<file path="src/rtl/regfile_access_ctrl.sv">
// Host/debug access to the 32-entry register file: stalls the core, then reads, writes
// or dumps registers through the write port and RS1 port, returning valid/ready responses.
//
// Ports:
//   clk, rst_n                      clock, async active-low reset
//   cmd_valid_i/cmd_ready_o         command handshake (op, addr, wdata)
//   cmd_op_i                        00 read, 01 write, 10 dump all, 11 illegal
//   rsp_valid_o/rsp_ready_i         response handshake (addr, data, last, err)
//   stall_req_o/stall_ack_i         core freeze request / acknowledge
//   rf_wr_en_o/rf_wr_addr_o/rf_wr_data_o   register file write port
//   rf_rd_addr_o/rf_rd_data_i       register file RS1 read port (combinational)
module regfile_access_ctrl #(
  parameter int DATA_WIDTH    = 32,
  parameter int ADDR_WIDTH    = 5,
  parameter int STALL_TIMEOUT = 255
) (
  input  logic                  clk,
  input  logic                  rst_n,
  input  logic                  cmd_valid_i,
  output logic                  cmd_ready_o,
  input  logic [1:0]            cmd_op_i,
  input  logic [ADDR_WIDTH-1:0] cmd_addr_i,
  input  logic [DATA_WIDTH-1:0] cmd_wdata_i,
  output logic                  rsp_valid_o,
  input  logic                  rsp_ready_i,
  output logic [ADDR_WIDTH-1:0] rsp_addr_o,
  output logic [DATA_WIDTH-1:0] rsp_data_o,
  output logic                  rsp_last_o,
  output logic                  rsp_err_o,
  output logic                  stall_req_o,
  input  logic                  stall_ack_i,
  output logic                  rf_wr_en_o,
  output logic [ADDR_WIDTH-1:0] rf_wr_addr_o,
  output logic [DATA_WIDTH-1:0] rf_wr_data_o,
  output logic [ADDR_WIDTH-1:0] rf_rd_addr_o,
  input  logic [DATA_WIDTH-1:0] rf_rd_data_i
);

  localparam int NUM_REGS = 2 ** ADDR_WIDTH;
  localparam logic [ADDR_WIDTH-1:0] LAST_ADDR =
    ADDR_WIDTH'(NUM_REGS - 1);
  localparam logic [15:0] TIMEOUT = 16'(STALL_TIMEOUT);

  localparam logic [1:0] OP_RD   = 2'b00;
  localparam logic [1:0] OP_WR   = 2'b01;
  localparam logic [1:0] OP_DUMP = 2'b10;
  localparam logic [1:0] OP_ILL  = 2'b11;

  typedef enum logic [1:0] {
    IDLE,
    REQ,
    ACCESS,
    RESP
  } state_e;

  state_e                state_q, state_d;
  logic [1:0]            op_q, op_d;
  logic [ADDR_WIDTH-1:0] addr_q, addr_d;
  logic [DATA_WIDTH-1:0] wdata_q, wdata_d;
  logic [15:0]           cnt_q, cnt_d;
  logic [ADDR_WIDTH-1:0] rsp_addr_q, rsp_addr_d;
  logic [DATA_WIDTH-1:0] rsp_data_q, rsp_data_d;
  logic                  rsp_last_q, rsp_last_d;
  logic                  rsp_err_q, rsp_err_d;

  logic [15:0] cnt_inc;
  logic        addr_zero;
  logic        is_wr;
  logic        owns_rf;

  assign cnt_inc   = cnt_q + 16'd1;
  assign addr_zero = (addr_q == '0);
  assign is_wr     = (op_q == OP_WR);

  always_ff @(posedge clk or negedge rst_n) begin
    if (!rst_n) begin
      state_q    <= IDLE;
      op_q       <= OP_RD;
      addr_q     <= '0;
      wdata_q    <= '0;
      cnt_q      <= '0;
      rsp_addr_q <= '0;
      rsp_data_q <= '0;
      rsp_last_q <= 1'b0;
      rsp_err_q  <= 1'b0;
    end else begin
      state_q    <= state_d;
      op_q       <= op_d;
      addr_q     <= addr_d;
      wdata_q    <= wdata_d;
      cnt_q      <= cnt_d;
      rsp_addr_q <= rsp_addr_d;
      rsp_data_q <= rsp_data_d;
      rsp_last_q <= rsp_last_d;
      rsp_err_q  <= rsp_err_d;
    end
  end

  always_comb begin
    state_d    = state_q;
    op_d       = op_q;
    addr_d     = addr_q;
    wdata_d    = wdata_q;
    cnt_d      = cnt_q;
    rsp_addr_d = rsp_addr_q;
    rsp_data_d = rsp_data_q;
    rsp_last_d = rsp_last_q;
    rsp_err_d  = rsp_err_q;
    unique case (state_q)
      IDLE: begin
        if (cmd_valid_i) begin
          op_d    = cmd_op_i;
          wdata_d = cmd_wdata_i;
          cnt_d   = '0;
          addr_d  = (cmd_op_i == OP_DUMP) ? '0 : cmd_addr_i;
          if (cmd_op_i == OP_ILL) begin
            state_d    = RESP;
            rsp_addr_d = cmd_addr_i;
            rsp_data_d = '0;
            rsp_last_d = 1'b1;
            rsp_err_d  = 1'b1;
          end else begin
            state_d = REQ;
          end
        end
      end
      REQ: begin
        if (stall_ack_i) begin
          state_d = ACCESS;
          cnt_d   = '0;
        end else if (cnt_inc == TIMEOUT) begin
          // Core never froze: error out and release the stall.
          state_d    = RESP;
          cnt_d      = '0;
          rsp_addr_d = addr_q;
          rsp_data_d = '0;
          rsp_last_d = 1'b1;
          rsp_err_d  = 1'b1;
        end else begin
          cnt_d = cnt_inc;
        end
      end
      ACCESS: begin
        state_d    = RESP;
        rsp_addr_d = addr_q;
        rsp_err_d  = 1'b0;
        rsp_last_d = (op_q != OP_DUMP) || (addr_q == LAST_ADDR);
        if (is_wr) begin
          rsp_data_d = addr_zero ? '0 : wdata_q;
        end else begin
          rsp_data_d = rf_rd_data_i;
        end
      end
      RESP: begin
        if (rsp_ready_i) begin
          if (op_q == OP_DUMP && !rsp_err_q &&
              addr_q != LAST_ADDR) begin
            state_d = ACCESS;
            addr_d  = addr_q + ADDR_WIDTH'(1);
          end else begin
            state_d    = IDLE;
            op_d       = OP_RD;
            addr_d     = '0;
            wdata_d    = '0;
            rsp_addr_d = '0;
            rsp_data_d = '0;
            rsp_last_d = 1'b0;
            rsp_err_d  = 1'b0;
          end
        end
      end
      default: state_d = IDLE;
    endcase
  end

  // Error responses (illegal op, timeout) never hold the core.
  assign owns_rf = (state_q == REQ) || (state_q == ACCESS) ||
                   (state_q == RESP && !rsp_err_q);

  assign cmd_ready_o = (state_q == IDLE);
  assign stall_req_o = owns_rf;

  assign rsp_valid_o = (state_q == RESP);
  assign rsp_addr_o  = rsp_addr_q;
  assign rsp_data_o  = rsp_data_q;
  assign rsp_last_o  = rsp_last_q;
  assign rsp_err_o   = rsp_err_q;

  assign rf_wr_en_o   = (state_q == ACCESS) && is_wr && !addr_zero;
  assign rf_wr_addr_o = (owns_rf && is_wr) ? addr_q : '0;
  assign rf_wr_data_o = (owns_rf && is_wr) ? wdata_q : '0;
  assign rf_rd_addr_o = owns_rf ? addr_q : '0;

endmodule
</file>
<file path="config.mk">
export PLATFORM = sky130hd
export DESIGN_NAME = regfile_access_ctrl
export DESIGN_NICKNAME = d
export VERILOG_FILES = /design/src/rtl/regfile_access_ctrl.sv
export SDC_FILE = /design/constraint.sdc
export NUM_CORES = 1
export LEC_CHECK = 0
export CAP_MARGIN = 20
export CELL_PAD_IN_SITES_DETAIL_PLACEMENT = 1
export CELL_PAD_IN_SITES_GLOBAL_PLACEMENT = 1
export CORE_MARGIN = 1
export CORE_UTILIZATION = 38
export CTS_CLUSTER_DIAMETER = 80
export DETAILED_ROUTE_END_ITERATION = 6
export GPL_TIMING_DRIVEN = 0
export PLACE_DENSITY = 0.84
export SLEW_MARGIN = 10
export SYNTH_ARGS = -nofsm -noshare
export SYNTH_HDL_FRONTEND = slang
export SYNTH_SLANG_ARGS = --single-unit
</file>
<file path="constraint.sdc">
create_clock -name clk -period 6.3 [get_ports clk]
set_input_delay 0.63 -clock clk [delete_from_list [all_inputs] [get_ports clk]]
set_output_delay 0.63 -clock clk [all_outputs]
set_load 0.05 [all_outputs]
</file>
==> impl_metrics.toml <==
[status]
outcome = "finished, final reports clean"

[yosys]
yosysWarnings = 0
synth_area_leaders = "dfrtp_1, nand2_1, a22oi_1"
async_flop_share = 1.00
synthDistinctLibCells = 53
synth_nets = 709
yosysSeqAreaShare = 0.445
synthCells = 624
avgSynthCellArea_um2 = 8.66
syn_area_mm2 = 0.00540
synth-seq-cells = 96
synth_top_area_frac = 0.445
ys.flop_type = "dfrtp_1"
synth-edff-count = 0
synth_area_leader_cell = "dfrtp_1"

[placed_design]
place_area_mm2 = 0.00725
place.port_buffers = 160
place_hpwl_um = 14400
place_congestion = 0.861

[cts]
cts_buffer_depth = 2
post-cts-setup-buffers = 0
cts_hold_buffers = 0
clock_sinks = 96
cts_buffers = 9
htreeDepth = 3
clockRootBuffer = "clkbuf_16"
cts_repair_resize_count = 0
path_clk_slew_ps = 70
tritoncts = "done"
insertion_delay_ps = 360

[worst_setup_path]
slowest_delay_ps = 800
cpMostUsedCell = "clkbuf_1"
worstPathArrival_ps = 3670
crit_required_ps = 5670
reg2reg_to = "rsp_last_o$_DFFE_PN0P_"
worst_setup_path_end_kind = "output pin"
worstSetupStartpointType = "flip-flop"
worstSetupPathType = "reg -> out"
worst-path-buf-inv = 3
crit_chain = "ha_1, clkbuf_1, a21oi_1, nor2_1, clkbuf_1, and2_1, clkdlybuf4s50_1"
reg2reg_setup_slack_ps = 2900
path_delay_family = "buffers and inverters"
reg2reg_from = "state_q[0]$_DFFE_PN0P_"
worst_r2r_path_depth = 11
cp_max_fo = 10
cpMaxStageDelayCell = "clkdlybuf4s50_1"

[sta]
finalSetupTns_ps = 0
relSlewSlack = 0.476
layout_min_cycle_time_ps = 4300
fin_skew_ps = 6.90
rsz0062_at_grt = "false"
finalCritPeriodShare = 0.682
holdWs_ps = 344
hold_violations = 0
slew_viol_final = 0
fmax_mhz = 233
tightest_slew_ps = 784
setup_viol = 0

[route]
firstDrtPassIters = 4
dr.first_iter.drc_count = 278
drc = 0
ant_nets = 0
routed_wl_um = 19200
vias = 5513
wl_per_cell_um = 19.5
routed_via_density = 5.62

[global_routing]
antenna_found_initial = 0
grt_pass1_wl_um = 31100
grt_overflow = 0
first_global_vias = 5909
grt_max_degree = 54
grtUsageTotal = 0.274

[power_and_ir_drop]
p_seq_frac = 0.263
p_leak_nw = 3.13
combPwrFrac = 0.584
switchingPower_w = 0.00202
p_int_w = 0.00193
clockPowerShare = 0.154
swShare = 0.511
peakVddDrop_uv = 222
p_per_area_mw_per_mm2 = 520

[layout]
layout-area-overhead-vs-synth_pct = 40.2
final_cell_mix = "clkdlybuf4s50_1, nand2_1, dfrtp_1"
design_area_mm2 = 0.00758
drive_above_1_share = 0.0762
multi_input_area_mm2 = 0.00274
final_common_cell = "clkdlybuf4s50_1"
ff_latch_area_mm2 = 0.00240
n_antenna_cell = 0
n_fill_cell = 1638
final_nets = 881

[die]
start_util = 0.389
num_rows = 43
core-area_mm2 = 0.0139
io_pins = 161
dieHeight_um = 121
die_area_mm2 = 0.0147
die_x_um = 121

[worst_hold_path]
hold_path.class = "in -> async"

[job]
drv_cap = 0
## kinds of logic (layout without fill, tap and decap cells)
group,count (synthesis),in the layout,share of synthesized area
AO/OA/AOI/OAI,165,165,0.223
adder cells (fa/ha/maj),9,9,0.0208
flip-flops,96,96,0.445
AND/OR/NAND/NOR,290,290,0.254
multiplexers,1,1,0.00185
buffers and inverters,59,236,0.0491
XOR/XNOR,4,4,0.00649
## worst max-delay path by stage
stage	startpoint	end	slack (ps)	depth (start not counted)
after CTS	state_q[0]$_DFFE_PN0P_	rf_wr_data_o[9]	2040	7
after global routing	state_q[0]$_DFFE_PN0P_	rf_wr_data_o[3]	1810	7
after detailed placement	state_q[0]$_DFFE_PN0P_	rf_wr_data_o[3]	2440	7
after floorplan	state_q[0]$_DFFE_PN0P_	rf_wr_addr_o[0]	3190	4
after global placement	rst_n	wdata_q[25]$_DFFE_PN0P_	910	1
final	state_q[0]$_DFFE_PN0P_	rf_wr_data_o[9]	2000	7
## Yosys cell counts (2+ instances only)
library cell    n
a21o_1          2
a21oi_1        11
a22oi_1        35
a31oi_1         4
and2_1         38
and3_1          2
and4_1          2
buf_1           2
buf_2          11
buf_4           2
buf_6           3
clkbuf_1       26
dfrtp_1        96
ha_1            9
inv_1          14
nand2_1       140
nand2b_1        5
nand3_1        51
nand4_1         4
nor2_1         17
nor2b_1         4
nor3_1         10
nor4_1          2
nor4b_1         2
o211ai_1       20
o211ai_2       20
o21ai_0        51
o21bai_1        3
o22ai_1         2
o311ai_0        4
o31ai_1         3
o41ai_1         2
or3_1           5
xnor2_1         3
## stage by stage
stage,power (W),utilization,instances,setup slack [ps]
2_1_floorplan,0.00252,-,624,3190
3_3_place_gp,0.00324,0.521,964,907
3_5_place_dp,0.00333,0.523,965,2440
4_1_cts,0.00395,0.546,981,2040
5_1_grt,0.00417,0.546,981,1810
6_report,0.00394,0.546,981,2000
## sequential cells by signal, summed over array words and instances, names as in the netlist
| signal | flops |
|---|---|
| rsp_addr_o | 5 |
| addr_q | 5 |
| wdata_q | 32 |
| state_q | 2 |
| rsp_last_o | 1 |
| rsp_data_o | 32 |
| cnt_q | 16 |
| op_q | 2 |
| rsp_err_o | 1 |
## final cells by class
| cell class | count | share of cell area |
|---|---|---|
| buffer | 44 | 0.0276 |
| clock buffer | 10 | 0.0315 |
| clock inverter | 6 | 0.0109 |
| inverter | 15 | 0.00743 |
| multi-input combinational | 469 | 0.361 |
| sequential | 96 | 0.317 |
| tap | 180 | 0.0297 |
| timing repair buffer | 161 | 0.215 |
## power by group through the flow
| stage | registers, W | clock network [W] | logic [W] |
|---|---|---|---|
| 5_1_grt | 0.00106 | 0.000632 | 0.00248 |
| 4_1_cts | 0.00103 | 0.000613 | 0.00231 |
| 3_5_place_dp | 0.00104 | 0 | 0.00229 |
| 2_1_floorplan | 0.00125 | 0 | 0.00128 |
| 6_report | 0.00103 | 0.000607 | 0.00230 |
| 3_3_place_gp | 0.00103 | 0 | 0.00221 |
## layer usage
metal,up-vias,part of all wire,global-route usage
met1,2802,0.41,0.324
met5,-,0,0
li1,2543,-,-
met3,33,0.060,0.0672
met4,0,0.025,0.106
met2,135,0.50,0.475
No activity file was read; power rests on OpenSTA's default activity.
